$ cat config.mk
export PLATFORM = sky130hd
export DESIGN_NAME = mem_access_unit
export DESIGN_NICKNAME = d
export VERILOG_FILES = /design/src/rtl/mem_access_unit.sv
export SDC_FILE = /design/constraint.sdc
export NUM_CORES = 1
export LEC_CHECK = 0
export BUFFER_PORTS_ARGS = -buffer_cell sky130_fd_sc_hd__buf_4
export CAP_MARGIN = 20
export CORE_UTILIZATION = 50
export DETAILED_ROUTE_END_ITERATION = 6
export GPL_ROUTABILITY_DRIVEN = 0
export PLACE_DENSITY = 0.79
export SLEW_MARGIN = 5
export SYNTH_ARGS = -nofsm -noshare
export SYNTH_HDL_FRONTEND = slang
export SYNTH_SLANG_ARGS = --single-unit
$ cat constraint.sdc
create_clock -name Clk -period 9.1 [get_ports Clk]
set_clock_uncertainty 0.15 [all_clocks]
set_input_delay 0.91 -clock Clk [delete_from_list [all_inputs] [get_ports Clk]]
set_output_delay 0.91 -clock Clk [all_outputs]
set_load 0.005 [all_outputs]
$ cat src/rtl/mem_access_unit.sv
// mem_access_unit: MEM-stage data-memory access unit for the 5-stage MIPS pipeline.
//
// Runs one handshaked word-bus transaction per load/store held in EX/MEM, aligns and
// extends load data into ReadDataFromMem_MEM, and stalls upstream stages while busy.
//
// Optional feature macro: MEM_TIMEOUT_EN (abort a WAIT after TIMEOUT_CYCLES with BusErr_MEM).
//
// Ports:
//   Clk, Reset                 clock (rising edge), asynchronous active-high reset
//   MemRead_MEM, MemWrite_MEM  load / store request (store wins if both set)
//   MemSize_MEM                00 byte, 01 half, 1x word
//   MemSignExt_MEM             sign-extend byte/half loads when set
//   ALUResult_MEM              byte address
//   WriteData_MEM              right-justified store data
//   ReadDataFromMem_MEM        registered aligned/extended load result
//   Stall_MEM                  combinational upstream hold
//   MisalignExc_MEM            combinational misaligned-access pulse
//   BusErr_MEM                 registered timeout pulse (0 without MEM_TIMEOUT_EN)
//   MemReq/MemWe/MemAddr/MemWData/MemBe  registered bus request side
//   MemAck, MemRData           bus completion and read data
module mem_access_unit #(
  parameter int unsigned TIMEOUT_CYCLES = 16
) (
  input  logic        Clk,
  input  logic        Reset,
  input  logic        MemRead_MEM,
  input  logic        MemWrite_MEM,
  input  logic [1:0]  MemSize_MEM,
  input  logic        MemSignExt_MEM,
  input  logic [31:0] ALUResult_MEM,
  input  logic [31:0] WriteData_MEM,
  output logic [31:0] ReadDataFromMem_MEM,
  output logic        Stall_MEM,
  output logic        MisalignExc_MEM,
  output logic        BusErr_MEM,
  output logic        MemReq,
  output logic        MemWe,
  output logic [31:0] MemAddr,
  output logic [31:0] MemWData,
  output logic [3:0]  MemBe,
  input  logic        MemAck,
  input  logic [31:0] MemRData
);

  typedef enum logic [1:0] {StIdle, StWait, StDone} state_e;

  state_e r_state, w_state_next;

  logic        w_op;
  logic        w_misalign;
  logic        w_accept;
  logic        w_timeout;
  logic [3:0]  w_be;
  logic [31:0] w_wdata;
  logic [7:0]  w_byte;
  logic [15:0] w_half;
  logic [31:0] w_load_data;

  // Access attributes latched at accept time; the EX/MEM inputs are frozen anyway,
  // but keeping a private copy makes the extraction independent of upstream behaviour.
  logic        r_is_load;
  logic [1:0]  r_size;
  logic        r_sext;
  logic [1:0]  r_lane;

  logic        r_mem_req;
  logic        r_mem_we;
  logic [31:0] r_mem_addr;
  logic [31:0] r_mem_wdata;
  logic [3:0]  r_mem_be;
  logic [31:0] r_rdata;

  assign w_op = MemRead_MEM | MemWrite_MEM;

  // Bytes are never misaligned; halves need addr[0]=0; words need addr[1:0]=00.
  assign w_misalign = (MemSize_MEM == 2'b00) ? 1'b0 :
                      (MemSize_MEM == 2'b01) ? ALUResult_MEM[0] :
                      (|ALUResult_MEM[1:0]);

  // Store lane steering: replicate the right-justified data across all lanes.
  always_comb begin
    w_be    = 4'b1111;
    w_wdata = WriteData_MEM;
    case (MemSize_MEM)
      2'b00: begin
        w_be    = 4'b0001 << ALUResult_MEM[1:0];
        w_wdata = {4{WriteData_MEM[7:0]}};
      end
      2'b01: begin
        w_be    = ALUResult_MEM[1] ? 4'b1100 : 4'b0011;
        w_wdata = {2{WriteData_MEM[15:0]}};
      end
      default: begin
        w_be    = 4'b1111;
        w_wdata = WriteData_MEM;
      end
    endcase
  end

  // Load lane extraction from the bus word, using the latched access attributes.
  always_comb begin
    w_byte      = MemRData[7:0];
    w_half      = r_lane[1] ? MemRData[31:16] : MemRData[15:0];
    w_load_data = MemRData;
    case (r_lane)
      2'b00:   w_byte = MemRData[7:0];
      2'b01:   w_byte = MemRData[15:8];
      2'b10:   w_byte = MemRData[23:16];
      default: w_byte = MemRData[31:24];
    endcase
    case (r_size)
      2'b00:   w_load_data = {{24{r_sext & w_byte[7]}}, w_byte};
      2'b01:   w_load_data = {{16{r_sext & w_half[15]}}, w_half};
      default: w_load_data = MemRData;
    endcase
  end

`ifdef MEM_TIMEOUT_EN
  localparam int unsigned CntW = (TIMEOUT_CYCLES > 1) ? $clog2(TIMEOUT_CYCLES) : 1;

  logic [CntW-1:0] r_tmo_cnt;
  logic            r_bus_err;

  // Fires in the TIMEOUT_CYCLES-th WAIT cycle; an ack in that same cycle takes precedence.
  assign w_timeout = (r_state == StWait) && !MemAck &&
                     (r_tmo_cnt == CntW'(TIMEOUT_CYCLES - 1));

  always_ff @(posedge Clk or posedge Reset) begin
    if (Reset) begin
      r_tmo_cnt <= '0;
      r_bus_err <= 1'b0;
    end else begin
      r_bus_err <= w_timeout;
      if (w_accept) begin
        r_tmo_cnt <= '0;
      end else if (r_state == StWait) begin
        r_tmo_cnt <= r_tmo_cnt + 1'b1;
      end
    end
  end

  assign BusErr_MEM = r_bus_err;
`else
  logic w_unused_tmo;

  assign w_unused_tmo = ^TIMEOUT_CYCLES;
  assign w_timeout    = 1'b0;
  assign BusErr_MEM   = 1'b0;
`endif

  always_ff @(posedge Clk or posedge Reset) begin
    if (Reset) begin
      r_state <= StIdle;
    end else begin
      r_state <= w_state_next;
    end
  end

  always_comb begin
    w_state_next    = r_state;
    Stall_MEM       = 1'b0;
    MisalignExc_MEM = 1'b0;
    w_accept        = 1'b0;
    case (r_state)
      StIdle: begin
        if (w_op) begin
          if (w_misalign) begin
            MisalignExc_MEM = 1'b1;
          end else begin
            w_accept     = 1'b1;
            Stall_MEM    = 1'b1;
            w_state_next = StWait;
          end
        end
      end
      StWait: begin
        Stall_MEM = 1'b1;
        if (MemAck || w_timeout) begin
          w_state_next = StDone;
        end
      end
      // Stall is released here so MEM/WB captures the result; no new op is taken.
      StDone:  w_state_next = StIdle;
      default: w_state_next = StIdle;
    endcase
  end

  always_ff @(posedge Clk or posedge Reset) begin
    if (Reset) begin
      r_mem_req   <= 1'b0;
      r_mem_we    <= 1'b0;
      r_mem_addr  <= '0;
      r_mem_wdata <= '0;
      r_mem_be    <= 4'b0000;
      r_rdata     <= '0;
      r_is_load   <= 1'b0;
      r_size      <= 2'b00;
      r_sext      <= 1'b0;
      r_lane      <= 2'b00;
    end else begin
      if (w_accept) begin
        r_mem_req   <= 1'b1;
        r_mem_we    <= MemWrite_MEM;
        r_mem_addr  <= {ALUResult_MEM[31:2], 2'b00};
        r_mem_wdata <= w_wdata;
        r_mem_be    <= w_be;
        r_is_load   <= ~MemWrite_MEM;
        r_size      <= MemSize_MEM;
        r_sext      <= MemSignExt_MEM;
        r_lane      <= ALUResult_MEM[1:0];
      end else if (MisalignExc_MEM) begin
        r_rdata <= '0;
      end

      if ((r_state == StWait) && MemAck) begin
        r_mem_req <= 1'b0;
        r_rdata   <= r_is_load ? w_load_data : 32'h0;
      end else if (w_timeout) begin
        r_mem_req <= 1'b0;
        r_rdata   <= '0;
      end
    end
  end

  assign MemReq              = r_mem_req;
  assign MemWe               = r_mem_we;
  assign MemAddr             = r_mem_addr;
  assign MemWData            = r_mem_wdata;
  assign MemBe               = r_mem_be;
  assign ReadDataFromMem_MEM = r_rdata;

endmodule

==> out/results.txt <==
share of cells above drive strength 1: 0.441
Max stage delay on crit path: 320 ps
top-count cell post-synth: dfrtp_1
post-CTS resize count: 0
Sinks on Clock Net: 108
CTS tree: done
Clock Pin Slew Worst Setup and Hold Paths: 100 ps
FFs w/ async S/R, synth: 1.00
Core Rows: 35
r2r setup slk: 6600 ps
CP endpoint kind: primary output
period utilization: 0.317
overflow left after global routing: 0
synthesis-stage register bit count: 108
largest family of logic cells by synthesized area: multiplexers
routed vias: 4,106
number of I/O pins: 209
Hold Path Class: reg -> reg
post-synth top area cell: dfrtp_1
compound-gate portion of the synthesized area: 0.158
TNS Setup: 0 ps
LEAKAGE: 3.26 nW
max cap viols: 0
status: complete, no violations
DRC Markers: 0
Post-DP HPWL: 10.0 mm
XOR/XNOR Fraction of Synth Area: 0
worst r2r src: r_size[1]
Post-CTS Setup Bufs: 0
cell count of the worst hold path: 2
type of origin of the critical path: primary input
hold slack: 338 ps
RSZ-0062 raised after global routing: no
synth top area cells: dfrtp_1, mux2_2, mux2i_1, o21ai_0, nand2_1
Tot Pwr: 1.85 mW
cell mode on critical path: buf_4
vias in the first global route: 4,109
min-delay src: ReadDataFromMem_MEM[3]
port buffer count: 205
area grow syn2layout: 35.3%
DR pass1 iterations: 5
number of synthesized flops with an enable pin: 0
crit path time final: 2880 ps
pwr dens: 278 nW/µm²
Max IR drop VDD: 172 µV
reg2reg path depth: 3
DR WL/cell: 17.7 µm
CTS Buf Count: 9
yosys warns: 0
CTS Hold Bufs: 0
share of the synthesized area in the top cell type: 0.549
Top FF cell, synth: dfrtp_1
Final Max Slew Viols: 0
Mapped Cells: 437
endpoints failing setup: 0
clk root buf: clkbuf_8
GRT Total Usage: 0.264
post-synthesis mux area share: 0.168
Fillers: 749
peak fanout along the critical path: 33
Initial Utilization: 0.526
Slew Limit Headroom: 0.289
f_max: 347 MHz
hold endpoint: ReadDataFromMem_MEM[3]
DR vias/cell: 5.44
Total Wirelength: 13.4 mm
Crit Path Category: in -> out
Commonest cells post-synth: dfrtp_1, nand2_1, o21ai_0, mux2_2, mux2i_1
Least-Margin Pin Slew: 1060 ps
Fin. Hold Viols: 0
Worst-Skew Late Latency: 370 ps
Worst EP arrival: 1820 ps
nets: 726
Clock Path Buffers: 2
core area: 9370 µm²
Die W: 101 µm
first-pass GRT wire length: 20.7 mm
largest net degree at the start of global routing: 105
Syn Std Cell Area: 4930 µm²
initial DRC count: 175
H-Tree Depth: 3
Final ANT Viol Nets: 0
Crit path required time: 8040 ps
post-synthesis simple-gate area fraction: 0.0790
CP max stage cell: buf_4
initial antenna violation count: 0
sequential cell area fraction in the yosys report: 0.549
worst path cell trace: buf_4, nor2_4, o211ai_4, nand2_1, buf_4
Avg Cell Area, Syn: 11.3 µm²
Netlist cell types: 38
diodes inserted: 0
Post-Synth Adder-Cell Area: 0
die height: 101 µm
Die ar.: 10,300 µm²
R2R Path End: ReadDataFromMem_MEM[18]
## registers in the layout (all words and copies together) (netlist names)
register and flops:
MemAddr 30, MemWe 1, r_is_load 1, r_lane 2, r_size 2, MemReq 1, MemWData 32, r_sext 1
r_state 2, MemBe 4, ReadDataFromMem_MEM 32
## kinds of logic after synthesis
family / count (synthesis)
and+or+nand+nor: 86
muxes: 77
other: 1
AOI/OAI and AO/OA: 120
buffers and inverters: 45
DFF: 108
## layout by cell type (no fill, tap or decap), types with 2 or more instances in the layout
cell type,n
a311oi_1,6
nand2_1,52
buf_4,208
mux2_2,44
nor2b_1,2
a22o_1,4
mux2i_1,33
a221o_1,16
a21oi_1,24
nor2_1,14
clkinv_4,3
o22ai_1,2
clkbuf_8,9
conb_1,3
dfrtp_1,108
or3_1,7
o31ai_1,6
inv_1,8
a221oi_1,2
o21ai_0,52
nand2b_1,3
or2_2,2
## power by group
group	internal (mW)	switching (mW)	total (mW)
Combinational	0.435	0.322	0.757
Sequential	0.678	0.139	0.818
Clock	0.104	0.174	0.278
Total	1.22	0.636	1.85
## per-stage QoR
| step | area [µm²] | setup WS [ps] | std cells | utilization |
|---|---|---|---|---|
| floorplan | 4930 | 5190 | 439 | - |
| global placement | 6480 | 6000 | 740 | 0.692 |
| detailed placement | 6480 | 5960 | 740 | 0.692 |
| CTS | 6670 | 6210 | 755 | 0.711 |
| global route | 6670 | 6150 | 755 | 0.711 |
| finish | 6670 | 6220 | 755 | 0.711 |
## area by class of cell
class,instances,area [µm²],area share
multi-input cells,286,2020,0.303
clock buffers,9,124,0.0186
repair buffers,208,1560,0.234
clock inverters,6,61.3,0.00920
inverters,9,36.3,0.00544
well taps,129,161,0.0242
flip-flops and latches,108,2700,0.405
## worst max-delay path, delay by kind of cell
family	cells	cell delay, ps
AND/OR/NAND/NOR	2	220
buffers and inverters	2	470
AO/OA/AOI/OAI	1	200
## worst max-delay path by stage
stage | from | end | slack, ps | cells after the start
2_1_floorplan | Reset | MemAddr[10] | 5190 | 1
6_report | MemSize_MEM[1] | Stall_MEM | 6220 | 5
3_5_place_dp | MemSize_MEM[1] | MemWe | 5960 | 5
3_3_place_gp | MemSize_MEM[1] | MemAddr[20] | 6000 | 5
4_1_cts | MemSize_MEM[1] | Stall_MEM | 6210 | 5
5_1_grt | MemSize_MEM[1] | Stall_MEM | 6150 | 5
## metal layers
metal,up-vias,part of all wire,global-route usage
met5,-,0,0
met4,0,0.015,0.0825
met3,15,0.097,0.0787
met2,179,0.52,0.473
met1,1981,0.37,0.305
li1,1931,-,-
Note: power is estimated with default switching activity, not from simulation.
